## config.mk

```make
export PLATFORM = sky130hd
export DESIGN_NAME = vga_fb_fill_flat
export DESIGN_NICKNAME = d
export VERILOG_FILES = /design/src/rtl/vga_fb_fill_if.sv /design/src/rtl/vga_fb_fill.sv /design/src/flat_wrapper.sv
export SDC_FILE = /design/constraint.sdc
export NUM_CORES = 1
export LEC_CHECK = 0
export CAP_MARGIN = 20
export CORE_MARGIN = 2
export CORE_UTILIZATION = 29
export DETAILED_ROUTE_END_ITERATION = 10
export GPL_ROUTABILITY_DRIVEN = 0
export PLACE_DENSITY_LB_ADDON = 0.12
export SLEW_MARGIN = 20
export SYNTH_ARGS = -nofsm -noshare
export SYNTH_HDL_FRONTEND = slang
export SYNTH_SLANG_ARGS = --single-unit
export TNS_END_PERCENT = 20
```

## constraint.sdc

```tcl
create_clock -name clock -period 5.3 [get_ports clock]
set_clock_uncertainty 0.05 [all_clocks]
set_input_delay 0.795 -clock clock [delete_from_list [all_inputs] [get_ports clock]]
set_output_delay 0.795 -clock clock [all_outputs]
set_load 0.05 [all_outputs]
```

## src/rtl/vga_fb_fill_if.sv

```systemverilog
// AXI4 write-channel bundle between the framebuffer fill engine (master)
// and the memory interconnect (slave).
interface vga_fb_fill_if;
  logic        awready;
  logic        awvalid;
  logic [31:0] awaddr;
  logic [3:0]  awid;
  logic [7:0]  awlen;
  logic [2:0]  awsize;
  logic [1:0]  awburst;
  logic        wready;
  logic        wvalid;
  logic [63:0] wdata;
  logic [7:0]  wstrb;
  logic        wlast;
  logic        bready;
  logic        bvalid;
  logic [1:0]  bresp;

  modport master (
    input  awready, wready, bvalid, bresp,
    output awvalid, awaddr, awid, awlen, awsize, awburst,
           wvalid, wdata, wstrb, wlast, bready
  );

  modport slave (
    output awready, wready, bvalid, bresp,
    input  awvalid, awaddr, awid, awlen, awsize, awburst,
           wvalid, wdata, wstrb, wlast, bready
  );
endinterface

```

## src/rtl/vga_fb_fill.sv

```systemverilog
// Framebuffer fill engine: writes a solid-colour rectangle, one AXI4 INCR burst per row.
// Optional cycle counter on register 6 when VGA_FB_FILL_PERF_EN is defined.
module vga_fb_fill #(
  parameter logic [3:0] AXI_ID    = 4'd0,
  parameter int         MAX_BEATS = 256
) (
  input  logic          clock,
  input  logic          reset,
  input  logic          reg_wen,
  input  logic [2:0]    reg_addr,
  input  logic [31:0]   reg_wdata,
  output logic [31:0]   reg_rdata,
  output logic          irq,
  vga_fb_fill_if.master io_master
);

  typedef enum logic [1:0] {IDLE, AW, W, B} state_t;

  localparam logic [9:0] MAX_W = 10'(MAX_BEATS);

  state_t      state_q, state_d;
  logic        irq_en, done, err;
  logic [31:0] dst, stride, color;
  logic [8:0]  width;
  logic [9:0]  height;
  logic [31:0] row_addr;
  logic [9:0]  rows_left;
  logic [7:0]  beat;

  logic [8:0]  width_m1;
  logic        start_req, size_zero, size_big, start_ok;
  logic        b_hs, b_err, b_fin, set_done, set_err, last_beat, cfg_wr;

  assign width_m1  = width - 9'd1;
  assign last_beat = (beat == width_m1[7:0]);
  assign start_req = reg_wen && (reg_addr == 3'd0) && reg_wdata[0] && (state_q == IDLE);
  assign size_zero = (width == 9'd0) || (height == 10'd0);
  assign size_big  = ({1'b0, width} > MAX_W);
  assign start_ok  = start_req && !size_zero && !size_big;
  assign b_hs      = (state_q == B) && io_master.bvalid;
  assign b_err     = b_hs && (io_master.bresp != 2'b00);
  assign b_fin     = b_hs && (io_master.bresp == 2'b00) && (rows_left == 10'd1);
  assign set_done  = (start_req && (size_zero || size_big)) || b_err || b_fin;
  assign set_err   = (start_req && !size_zero && size_big) || b_err;
  assign cfg_wr    = reg_wen && (state_q == IDLE);

  always_ff @(posedge clock or posedge reset) begin
    if (reset) state_q <= IDLE;
    else       state_q <= state_d;
  end

  always_comb begin
    state_d = state_q;
    case (state_q)
      IDLE: if (start_ok) state_d = AW;
      AW:   if (io_master.awready) state_d = W;
      W:    if (io_master.wready && last_beat) state_d = B;
      B:    if (io_master.bvalid)
              state_d = (b_err || rows_left == 10'd1) ? IDLE : AW;
      default: state_d = IDLE;
    endcase
  end

  // NOTE: bus outputs decode the state register alone, so the async reset
  // silences them immediately without waiting for a clock edge.
  assign io_master.awvalid = (state_q == AW);
  assign io_master.awaddr  = row_addr;
  assign io_master.awid    = AXI_ID;
  assign io_master.awlen   = width_m1[7:0];
  assign io_master.awsize  = 3'd3;
  assign io_master.awburst = 2'd1;
  assign io_master.wvalid  = (state_q == W);
  assign io_master.wdata   = {color, color};
  assign io_master.wstrb   = 8'hFF;
  assign io_master.wlast   = (state_q == W) && last_beat;
  assign io_master.bready  = (state_q == B);

  always_ff @(posedge clock or posedge reset) begin
    if (reset) begin
      row_addr  <= '0;
      rows_left <= '0;
      beat      <= '0;
    end else begin
      if (start_ok) begin
        row_addr  <= dst;
        rows_left <= height;
      end
      if (state_q == AW && io_master.awready) beat <= '0;
      if (state_q == W && io_master.wready)   beat <= beat + 8'd1;
      if (b_hs && !b_err) begin
        row_addr  <= row_addr + stride;
        rows_left <= rows_left - 10'd1;
      end
    end
  end

  always_ff @(posedge clock or posedge reset) begin
    if (reset) begin
      irq_en <= 1'b0;
      done   <= 1'b0;
      err    <= 1'b0;
      irq    <= 1'b0;
      dst    <= '0;
      width  <= '0;
      height <= '0;
      stride <= '0;
      color  <= '0;
    end else begin
      if (reg_wen && reg_addr == 3'd0) irq_en <= reg_wdata[1];
      if (cfg_wr) begin
        case (reg_addr)
          3'd2: dst <= reg_wdata;
          3'd3: begin
            width  <= reg_wdata[8:0];
            height <= reg_wdata[25:16];
          end
          3'd4: stride <= reg_wdata;
          3'd5: color  <= reg_wdata;
          default: ;
        endcase
      end
      if (reg_wen && reg_addr == 3'd1) begin
        if (reg_wdata[1]) done <= 1'b0;
        if (reg_wdata[2]) err  <= 1'b0;
      end
      if (start_ok) begin
        done <= 1'b0;
        err  <= 1'b0;
      end
      // NOTE: sets come last so a completion in the same cycle as a CPU clear wins.
      if (set_done) done <= 1'b1;
      if (set_err)  err  <= 1'b1;
      irq <= irq_en & done;
    end
  end

`ifdef VGA_FB_FILL_PERF_EN
  logic [31:0] perf_cnt;

  always_ff @(posedge clock or posedge reset) begin
    if (reset)                                        perf_cnt <= '0;
    else if (start_ok)                                perf_cnt <= '0;
    else if (state_q != IDLE && perf_cnt != '1)       perf_cnt <= perf_cnt + 32'd1;
  end
`endif

  always_comb begin
    reg_rdata = '0;
    case (reg_addr)
      3'd0: reg_rdata = {30'd0, irq_en, 1'b0};
      3'd1: reg_rdata = {29'd0, err, done, (state_q != IDLE)};
      3'd2: reg_rdata = dst;
      3'd3: reg_rdata = {6'd0, height, 7'd0, width};
      3'd4: reg_rdata = stride;
      3'd5: reg_rdata = color;
`ifdef VGA_FB_FILL_PERF_EN
      3'd6: reg_rdata = perf_cnt;
`endif
      default: reg_rdata = '0;
    endcase
  end

endmodule

```

## src/flat_wrapper.sv

```systemverilog
// flat-port wrapper written by rule: the top's interface ports become plain ports
module vga_fb_fill_flat 
#(
  parameter logic [3:0] AXI_ID    = 4'd0,
  parameter int         MAX_BEATS = 256
)
  (clock, reset, reg_wen, reg_addr, reg_wdata, reg_rdata, irq, io_master_awready, io_master_wready, io_master_bvalid, io_master_bresp, io_master_awvalid, io_master_awaddr, io_master_awid, io_master_awlen, io_master_awsize, io_master_awburst, io_master_wvalid, io_master_wdata, io_master_wstrb, io_master_wlast, io_master_bready);
  vga_fb_fill_if io_master_i ();
  input  logic clock;
  input  logic reset;
  input  logic reg_wen;
  input  logic [2:0] reg_addr;
  input  logic [31:0] reg_wdata;
  output logic [31:0] reg_rdata;
  output logic irq;
  input wire logic [$bits(io_master_i.awready)-1:0] io_master_awready;
  input wire logic [$bits(io_master_i.wready)-1:0] io_master_wready;
  input wire logic [$bits(io_master_i.bvalid)-1:0] io_master_bvalid;
  input wire logic [$bits(io_master_i.bresp)-1:0] io_master_bresp;
  output wire logic [$bits(io_master_i.awvalid)-1:0] io_master_awvalid;
  output wire logic [$bits(io_master_i.awaddr)-1:0] io_master_awaddr;
  output wire logic [$bits(io_master_i.awid)-1:0] io_master_awid;
  output wire logic [$bits(io_master_i.awlen)-1:0] io_master_awlen;
  output wire logic [$bits(io_master_i.awsize)-1:0] io_master_awsize;
  output wire logic [$bits(io_master_i.awburst)-1:0] io_master_awburst;
  output wire logic [$bits(io_master_i.wvalid)-1:0] io_master_wvalid;
  output wire logic [$bits(io_master_i.wdata)-1:0] io_master_wdata;
  output wire logic [$bits(io_master_i.wstrb)-1:0] io_master_wstrb;
  output wire logic [$bits(io_master_i.wlast)-1:0] io_master_wlast;
  output wire logic [$bits(io_master_i.bready)-1:0] io_master_bready;
  assign io_master_i.awready = io_master_awready;
  assign io_master_i.wready = io_master_wready;
  assign io_master_i.bvalid = io_master_bvalid;
  assign io_master_i.bresp = io_master_bresp;
  assign io_master_awvalid = io_master_i.awvalid;
  assign io_master_awaddr = io_master_i.awaddr;
  assign io_master_awid = io_master_i.awid;
  assign io_master_awlen = io_master_i.awlen;
  assign io_master_awsize = io_master_i.awsize;
  assign io_master_awburst = io_master_i.awburst;
  assign io_master_wvalid = io_master_i.wvalid;
  assign io_master_wdata = io_master_i.wdata;
  assign io_master_wstrb = io_master_i.wstrb;
  assign io_master_wlast = io_master_i.wlast;
  assign io_master_bready = io_master_i.bready;
  vga_fb_fill #(.AXI_ID(AXI_ID), .MAX_BEATS(MAX_BEATS)) u_core (.clock(clock), .reset(reset), .reg_wen(reg_wen), .reg_addr(reg_addr), .reg_wdata(reg_wdata), .reg_rdata(reg_rdata), .irq(irq), .io_master(io_master_i));
endmodule
```

==> results of run 1 <==
-- cell usage after synthesis (all sizes together) (3+ instances only) --
cell,count,area share
and4,5,0.0049
clkbuf,42,0.016
or3,5,0.0032
dfrtp,171,0.42
buf,55,0.039
o31ai,6,0.0044
nor2,50,0.018
o21a,4,0.0030
and3,5,0.0031
nand3b,3,0.0022
ha,39,0.048
inv,30,0.011
nand2,126,0.046
xor2,16,0.014
o22ai,20,0.012
a21oi,43,0.022
a31oi,25,0.015
or2,3,0.0018
o21ai,68,0.033
nand4,9,0.0055
mux2,114,0.13
nor4,6,0.0037
xnor2,24,0.021
nand3,18,0.0089
a21o,21,0.016
nand2b,7,0.0043
a211oi,6,0.0049
mux2i,56,0.055
and2,3,0.0018
nor3,8,0.0039
o21bai,3,0.0022
-- metrics by stage --
stage               setup WS (ps)  power (W)  utilization  hold WS [ps]
global placement              866    0.00837        0.354           445
CTS                           825    0.00971        0.371           461
detailed placement            856    0.00839        0.354           445
floorplan                     401    0.00674            -           414
finish                       1090    0.00962        0.372           464
global route                  831     0.0103        0.372           476
-- per-layer routing --
| metal | global-route usage | share of wire | vias to the layer above |
|---|---|---|---|
| li1 | - | - | 3893 |
| met4 | 0.0382 | 0.011 | 0 |
| met1 | 0.256 | 0.50 | 3980 |
| met5 | 0 | 0 | - |
| met2 | 0.273 | 0.45 | 172 |
| met3 | 0.0356 | 0.040 | 16 |
-- final cells by class --
cell class                      count  area (sq um)
Fill cell                        3518         21700
Inverter                           30           116
Clock buffer                       18           429
Multi-Input combinational cell    742          5320
Tap cell                          455           569
Clock inverter                     14           144
Timing Repair Buffer              202          2000
Sequential cell                   171          4280
-- cells by family (layout without fill, tap and decap cells) --
| kind of cell | count (synthesis) | in the layout | synth area share |
|---|---|---|---|
| AND/OR/NAND/NOR | 255 | 255 | 0.114 |
| AO/OA/AOI/OAI | 220 | 220 | 0.134 |
| flip-flops | 171 | 171 | 0.421 |
| multiplexers | 170 | 170 | 0.181 |
| buffers and inverters | 127 | 264 | 0.0653 |
| adder cells (fa/ha/maj) | 40 | 40 | 0.0499 |
| XOR/XNOR | 40 | 40 | 0.0344 |
| other | 2 | 17 | 0.000738 |
-- placed cells by master (no fill, tap or decap), types with 9 or more instances in the layout --
cell,n
sky130_fd_sc_hd__o21ai_0,65
sky130_fd_sc_hd__nand4_1,9
sky130_fd_sc_hd__mux2i_1,56
sky130_fd_sc_hd__a21o_1,20
sky130_fd_sc_hd__a31oi_1,25
sky130_fd_sc_hd__xor2_1,16
sky130_fd_sc_hd__o22ai_1,20
sky130_fd_sc_hd__clkbuf_16,17
sky130_fd_sc_hd__nor2_1,47
sky130_fd_sc_hd__a21oi_1,42
sky130_fd_sc_hd__nand3_1,18
sky130_fd_sc_hd__clkdlybuf4s50_1,177
sky130_fd_sc_hd__inv_1,29
sky130_fd_sc_hd__mux2_2,114
sky130_fd_sc_hd__ha_1,39
sky130_fd_sc_hd__conb_1,17
sky130_fd_sc_hd__xnor2_1,24
sky130_fd_sc_hd__buf_4,22
sky130_fd_sc_hd__dfrtp_1,171
sky130_fd_sc_hd__nand2_1,126
-- flip-flops by register name, summed over array words and instances (netlist names) --
name	flops
u_core.beat	8
u_core.color	32
u_core.done	1
u_core.dst	32
u_core.err	1
u_core.height	10
u_core.io_master.awaddr	32
u_core.irq	1
u_core.irq_en	1
u_core.rows_left	10
u_core.state_q	2
u_core.stride	32
u_core.width	9
-- worst max-delay path: cells and delay by family --
kind | cells | cell delay, ps
and+or+nand+nor | 1 | 480
buffers and inverters | 4 | 1870
AOI/OAI and AO/OA | 1 | 190
-- where the power goes --
part	internal (W)	total [W]	leakage [nW]	switching (W)
sequential	0.00193	0.00263	2.10	0.000706
combinational	0.00220	0.00572	3.16	0.00352
clock	0.000632	0.00127	0.280	0.000641
total	0.00476	0.00962	5.54	0.00486
-- final timing paths --
kind,endpoint,cells after the start
hold reg to reg,u_core.beat[7],1
setup reg to reg,u_core.io_master.awaddr[31],10
setup / recovery,reg_rdata[14],6
max in group asynchronous,u_core.stride[30],3
min in group asynchronous,u_core.width[6],2
hold / removal,u_core.beat[7],1
==> flow_metrics.py, run 1 <==
metrics = {
    "cells_and_area": {
        "synthesis_to_layout_area_growth_pct": 26.3,
        "design_area_sq_um": 12900,
        "fin_nets": 1247,
        "antennaDiodeCount": 0,
        "stdcell_count": 1632,
        "drive_gt1_frac": 0.161,
    },
    "clock_network": {
        "cts_max_path_buffers": 2,
        "cts_resized": 0,
        "number_of_buffers_created_by_cts": 17,
        "cts_max_level": 4,
        "clk_root_buffer_cell": "sky130_fd_sc_hd__clkbuf_16",
        "cts.reportedPaths.clkPinSlew_ps": 80,
        "clock_sink_count": 171,
        "holdBufCountCts": 0,
        "cts_tree": "yes",
        "cts_setup_buffers": 0,
        "clock_latency_ps": 450,
    },
    "floorplan": {
        "full_die_area_sq_um": 36600,
        "rows": 68,
        "fp.dieW_um": 191,
        "die_y_um": 191,
        "pin_count": 201,
        "coreArea_sq_um": 34500,
        "initial_utilization": 0.295,
    },
    "yosys": {
        "synth.avg_cell_area_sq_um": 9.93,
        "asyncSetResetFlopFracSynth": 1.00,
        "synthesis.area_sq_um": 10200,
        "ys.flop_type": "sky130_fd_sc_hd__dfrtp_1",
        "postSynthRegisterBits": 171,
        "fraction_of_the_yosys_area_taken_by_sequential_cells": 0.421,
        "syn_inst": 1025,
        "number_of_synthesized_flops_with_an_enable_pin": 0,
        "netlist-cell-type-count": 64,
        "synth_warnings": 0,
    },
    "setup_path": {
        "cp-start-kind": "input pin",
        "worst-r2r-setup-slack_ps": 1810,
        "rr_startpoint": "u_core.stride[3]",
        "worstPathRequired_ps": 4450,
        "crit_start": "reg_addr[1]",
        "critPathKind": "in -> out",
        "cp.arrival_ps": 3360,
        "worst_setup_path_end_kind": "output pin",
        "critical-path-max-stage-delay_ps": 830,
        "path_cells": "clkdlybuf4s50_1, nand2b_1, buf_8, buf_4, o21ai_0, clkdlybuf4s50_1",
        "cp_max_fo": 12,
        "crit_path_top_delay_cell": "sky130_fd_sc_hd__clkdlybuf4s50_1",
        "worst_path_most_repeated_cell": "sky130_fd_sc_hd__clkdlybuf4s50_1",
    },
    "detailed_routing": {
        "routed-via-count": 8061,
        "violation_count_after_the_first_detailed_route_iteration": 430,
        "drc": 0,
        "route.detailed.vias_per_inst": 4.94,
        "routed_wire_length_per_instance_um": 19.5,
        "routed_wirelength_mm": 31.7,
        "drtAntennaViolNets": 0,
        "drtPass1Iterations": 4,
    },
    "sta": {
        "total_negative_slack_ps": 0,
        "grt_setup_unrepaired": "false",
        "setup_viol": 0,
        "layout_worst_path_cycle_share": 0.794,
        "worst_slew_pin_tran_ps": 1060,
        "min_period_ps": 4210,
        "finalMaxSlewViolations": 0,
        "hold_viol_final": 0,
        "timing.slew.headroom": 0.288,
        "fmaxAchievable_mhz": 238,
    },
    "global_routing": {
        "grt_usage": 0.177,
        "grt_max_degree": 96,
        "number_of_antenna_violations_at_the_first_check_in_global_routing": 0,
        "globalRoute.totalOverflow": 0,
        "vias_in_the_first_global_route": 8037,
        "first_pass_grt_wire_length_mm": 49.4,
    },
    "placement": {
        "post_place_cells": 1598,
        "dp.final_hpwl_mm": 22.6,
        "io_buffers": 183,
        "placed_area_sq_um": 12200,
    },
    "power_and_ir_drop": {
        "power-per-cell-area_nw_per_um2": 749,
        "cellLeakagePower_nw": 5.54,
        "ir_drop_uv": 367,
    },
    "flow_run": {
        "timing.max_cap.violations": 0,
    },
    "worst_hold_path": {
        "worst_hold_launch": "u_core.beat[7]",
        "hp-class": "reg -> reg",
    },
    "run_status": {
        "status": "finished, final reports clean",
    },
}
No activity file was read; power rests on OpenSTA's default activity.
==> inputs of run 2 (changes only) <==
==> constraint.sdc (replaced) <==
create_clock -name clock -period 3.7 [get_ports clock]
set_clock_uncertainty 0.05 [all_clocks]
set_input_delay 0.555 -clock clock [delete_from_list [all_inputs] [get_ports clock]]
set_output_delay 0.555 -clock clock [all_outputs]
set_load 0.05 [all_outputs]
==> run 2 against run 1 <==
Critical path depth up 1. Sequential power rose by 43%. Power grew 45%. Clock power rose by 43%. Core utilization grew 1.0 points. Clock-buffer cell count fell by 1. First-iteration DRC count down 14%. Register-to-register slack got worse by 1200 ps. Critical path type is now reg -> out. Largest cell class unchanged. Largest power group unchanged.
==> flow_metrics.py, run 2 (synthesis gave the netlist of run 1 again) <==
metrics = {
    "detailed_routing": {
        "routed_wirelength_mm": 31.4,
        "violation_count_after_the_first_detailed_route_iteration": 370,
        "routed_wire_length_per_instance_um": 19.2,
        "drtAntennaViolNets": 0,
        "route.detailed.vias_per_inst": 4.96,
        "routed-via-count": 8111,
        "drc": 0,
        "drtPass1Iterations": 7,
    },
    "cells_and_area": {
        "synthesis_to_layout_area_growth_pct": 29.7,
        "drive_gt1_frac": 0.186,
        "postLayoutCoreUtil": 0.382,
        "fin_nets": 1249,
        "design_area_sq_um": 13200,
        "most_used_cells_in_the_layout_excluding_fill_and_tap_cells": "171 x sky130_fd_sc_hd__dfrtp_1, 150 x sky130_fd_sc_hd__clkdlybuf4s50_1, 126 x sky130_fd_sc_hd__nand2_1",
        "mostFrequentLayoutCell": "sky130_fd_sc_hd__dfrtp_1",
        "antennaDiodeCount": 0,
    },
    "floorplan": {
        "initial_utilization": 0.295,
        "pin_count": 201,
        "coreArea_sq_um": 34500,
        "fp.dieW_um": 191,
        "die_y_um": 191,
        "full_die_area_sq_um": 36600,
        "rows": 68,
    },
    "clock_network": {
        "clk_root_buffer_cell": "sky130_fd_sc_hd__clkbuf_16",
        "cts_setup_buffers": 0,
        "cts_resized": 0,
        "cts_tree": "yes",
        "cts.reportedPaths.clkPinSlew_ps": 70,
        "clock_latency_ps": 440,
        "holdBufCountCts": 0,
        "cts_max_level": 4,
        "number_of_buffers_created_by_cts": 17,
        "cts_max_path_buffers": 2,
        "clock_sink_count": 171,
    },
    "sta": {
        "setup_viol": 0,
        "worst_slew_pin_tran_ps": 732,
        "timing.slew.headroom": 0.511,
        "layout_worst_path_cycle_share": 0.926,
        "finalMaxSlewViolations": 0,
        "grt_setup_unrepaired": "false",
        "finalWorstSetupSlack_ps": 272,
        "min_period_ps": 3430,
        "fmaxAchievable_mhz": 292,
        "hold_viol_final": 0,
    },
    "power_and_ir_drop": {
        "ir_drop_uv": 449,
        "cellLeakagePower_nw": 5.70,
        "power-per-cell-area_nw_per_um2": 1060,
    },
    "setup_path": {
        "crit_path_top_delay_cell": "sky130_fd_sc_hd__nor4_1",
        "path_cells": "nor4_1, nand4_1, xnor2_1, xnor2_1, o2111ai_1, nor4b_1, buf_12",
        "worstPathRequired_ps": 3090,
        "cp_max_fo": 6,
        "worst_setup_path_end_kind": "output pin",
        "worst_path_most_repeated_cell": "sky130_fd_sc_hd__xnor2_1",
        "critPathKind": "reg -> out",
        "cp-start-kind": "register",
        "cp.arrival_ps": 2820,
        "critical-path-max-stage-delay_ps": 510,
    },
    "global_routing": {
        "first_pass_grt_wire_length_mm": 49.2,
        "grt_max_degree": 55,
        "number_of_antenna_violations_at_the_first_check_in_global_routing": 0,
        "globalRoute.totalOverflow": 0,
        "grt_usage": 0.175,
        "vias_in_the_first_global_route": 8051,
    },
    "placement": {
        "place_worst_setup_slack_ps": 592,
        "placed_area_sq_um": 12600,
        "io_buffers": 183,
        "dp.final_hpwl_mm": 22.8,
    },
    "worst_hold_path": {
        "hp-class": "reg -> reg",
    },
    "flow_run": {
        "timing.max_cap.violations": 0,
    },
    "run_status": {
        "status": "finished, final reports clean",
    },
}
==> run 2: changes by cell type in the layout (fill, tap and decap cells not counted) <==
cell                              change
sky130_fd_sc_hd__inv_6                -1
sky130_fd_sc_hd__buf_16               -1
sky130_fd_sc_hd__buf_12              +34
sky130_fd_sc_hd__clkdlybuf4s50_1     -27
sky130_fd_sc_hd__clkbuf_1             -1
sky130_fd_sc_hd__buf_4                -3
sky130_fd_sc_hd__clkinv_4             +1
sky130_fd_sc_hd__clkinv_2             +1
sky130_fd_sc_hd__buf_8                -1
==> run 2: path summary, 6_finish.rpt <==
| path | cells after the start | from | slack, ps | end |
|---|---|---|---|---|
| min reg2reg | 1 | u_core.beat[7] | 460 | u_core.beat[7] |
| max | 7 | u_core.width[2] | 270 | io_master_wlast |
| max in group asynchronous | 3 | reset | 2300 | u_core.stride[11] |
| max reg2reg | 12 | u_core.io_master.awaddr[0] | 600 | u_core.io_master.awaddr[30] |
| min in group asynchronous | 2 | reset | 540 | u_core.beat[6] |
| min | 1 | u_core.beat[7] | 460 | u_core.beat[7] |
==> run 2: through the flow <==
| step | std cells | setup TNS [ps] | total power [W] | hold slack [ps] |
|---|---|---|---|---|
| after floorplan | 1040 | -959 | 0.00965 | 414 |
| after global placement | 1602 | 0 | 0.0122 | 437 |
| after detailed placement | 1602 | 0 | 0.0122 | 443 |
| after CTS | 1634 | 0 | 0.0141 | 460 |
| after global routing | 1634 | 0 | 0.0149 | 503 |
| final | 1634 | 0 | 0.0140 | 455 |
==> run 2: layout make-up <==
class,instances,area [sq um]
clock inverters,15,149
repair buffers,204,2340
multi-input cells,742,5320
flip-flops and latches,171,4280
clock buffers,17,425
well taps,455,569
inverters,30,116
fillers,3468,21300
==> run 2: layer usage <==
| metal | global-route usage | wire length [um] |
|---|---|---|
| met5 | 0 | 0 |
| met4 | 0.0379 | 336 |
| met3 | 0.0382 | 1640 |
| met2 | 0.271 | 14200 |
| met1 | 0.250 | 15300 |
==> run 2: where the power goes <==
part	switching [W]	internal (W)
registers	0.000994	0.00276
clock network	0.000905	0.000902
logic	0.00506	0.00333
==> run 2: worst max-delay path, delay by kind of cell (launching register included) <==
kind / cells / cell delay (ps)
AO/OA/AOI/OAI: 1 / 160
AND/OR/NAND/NOR: 3 / 1190
XOR/XNOR: 2 / 370
flip-flops: 1 / 460
buffers and inverters: 1 / 210
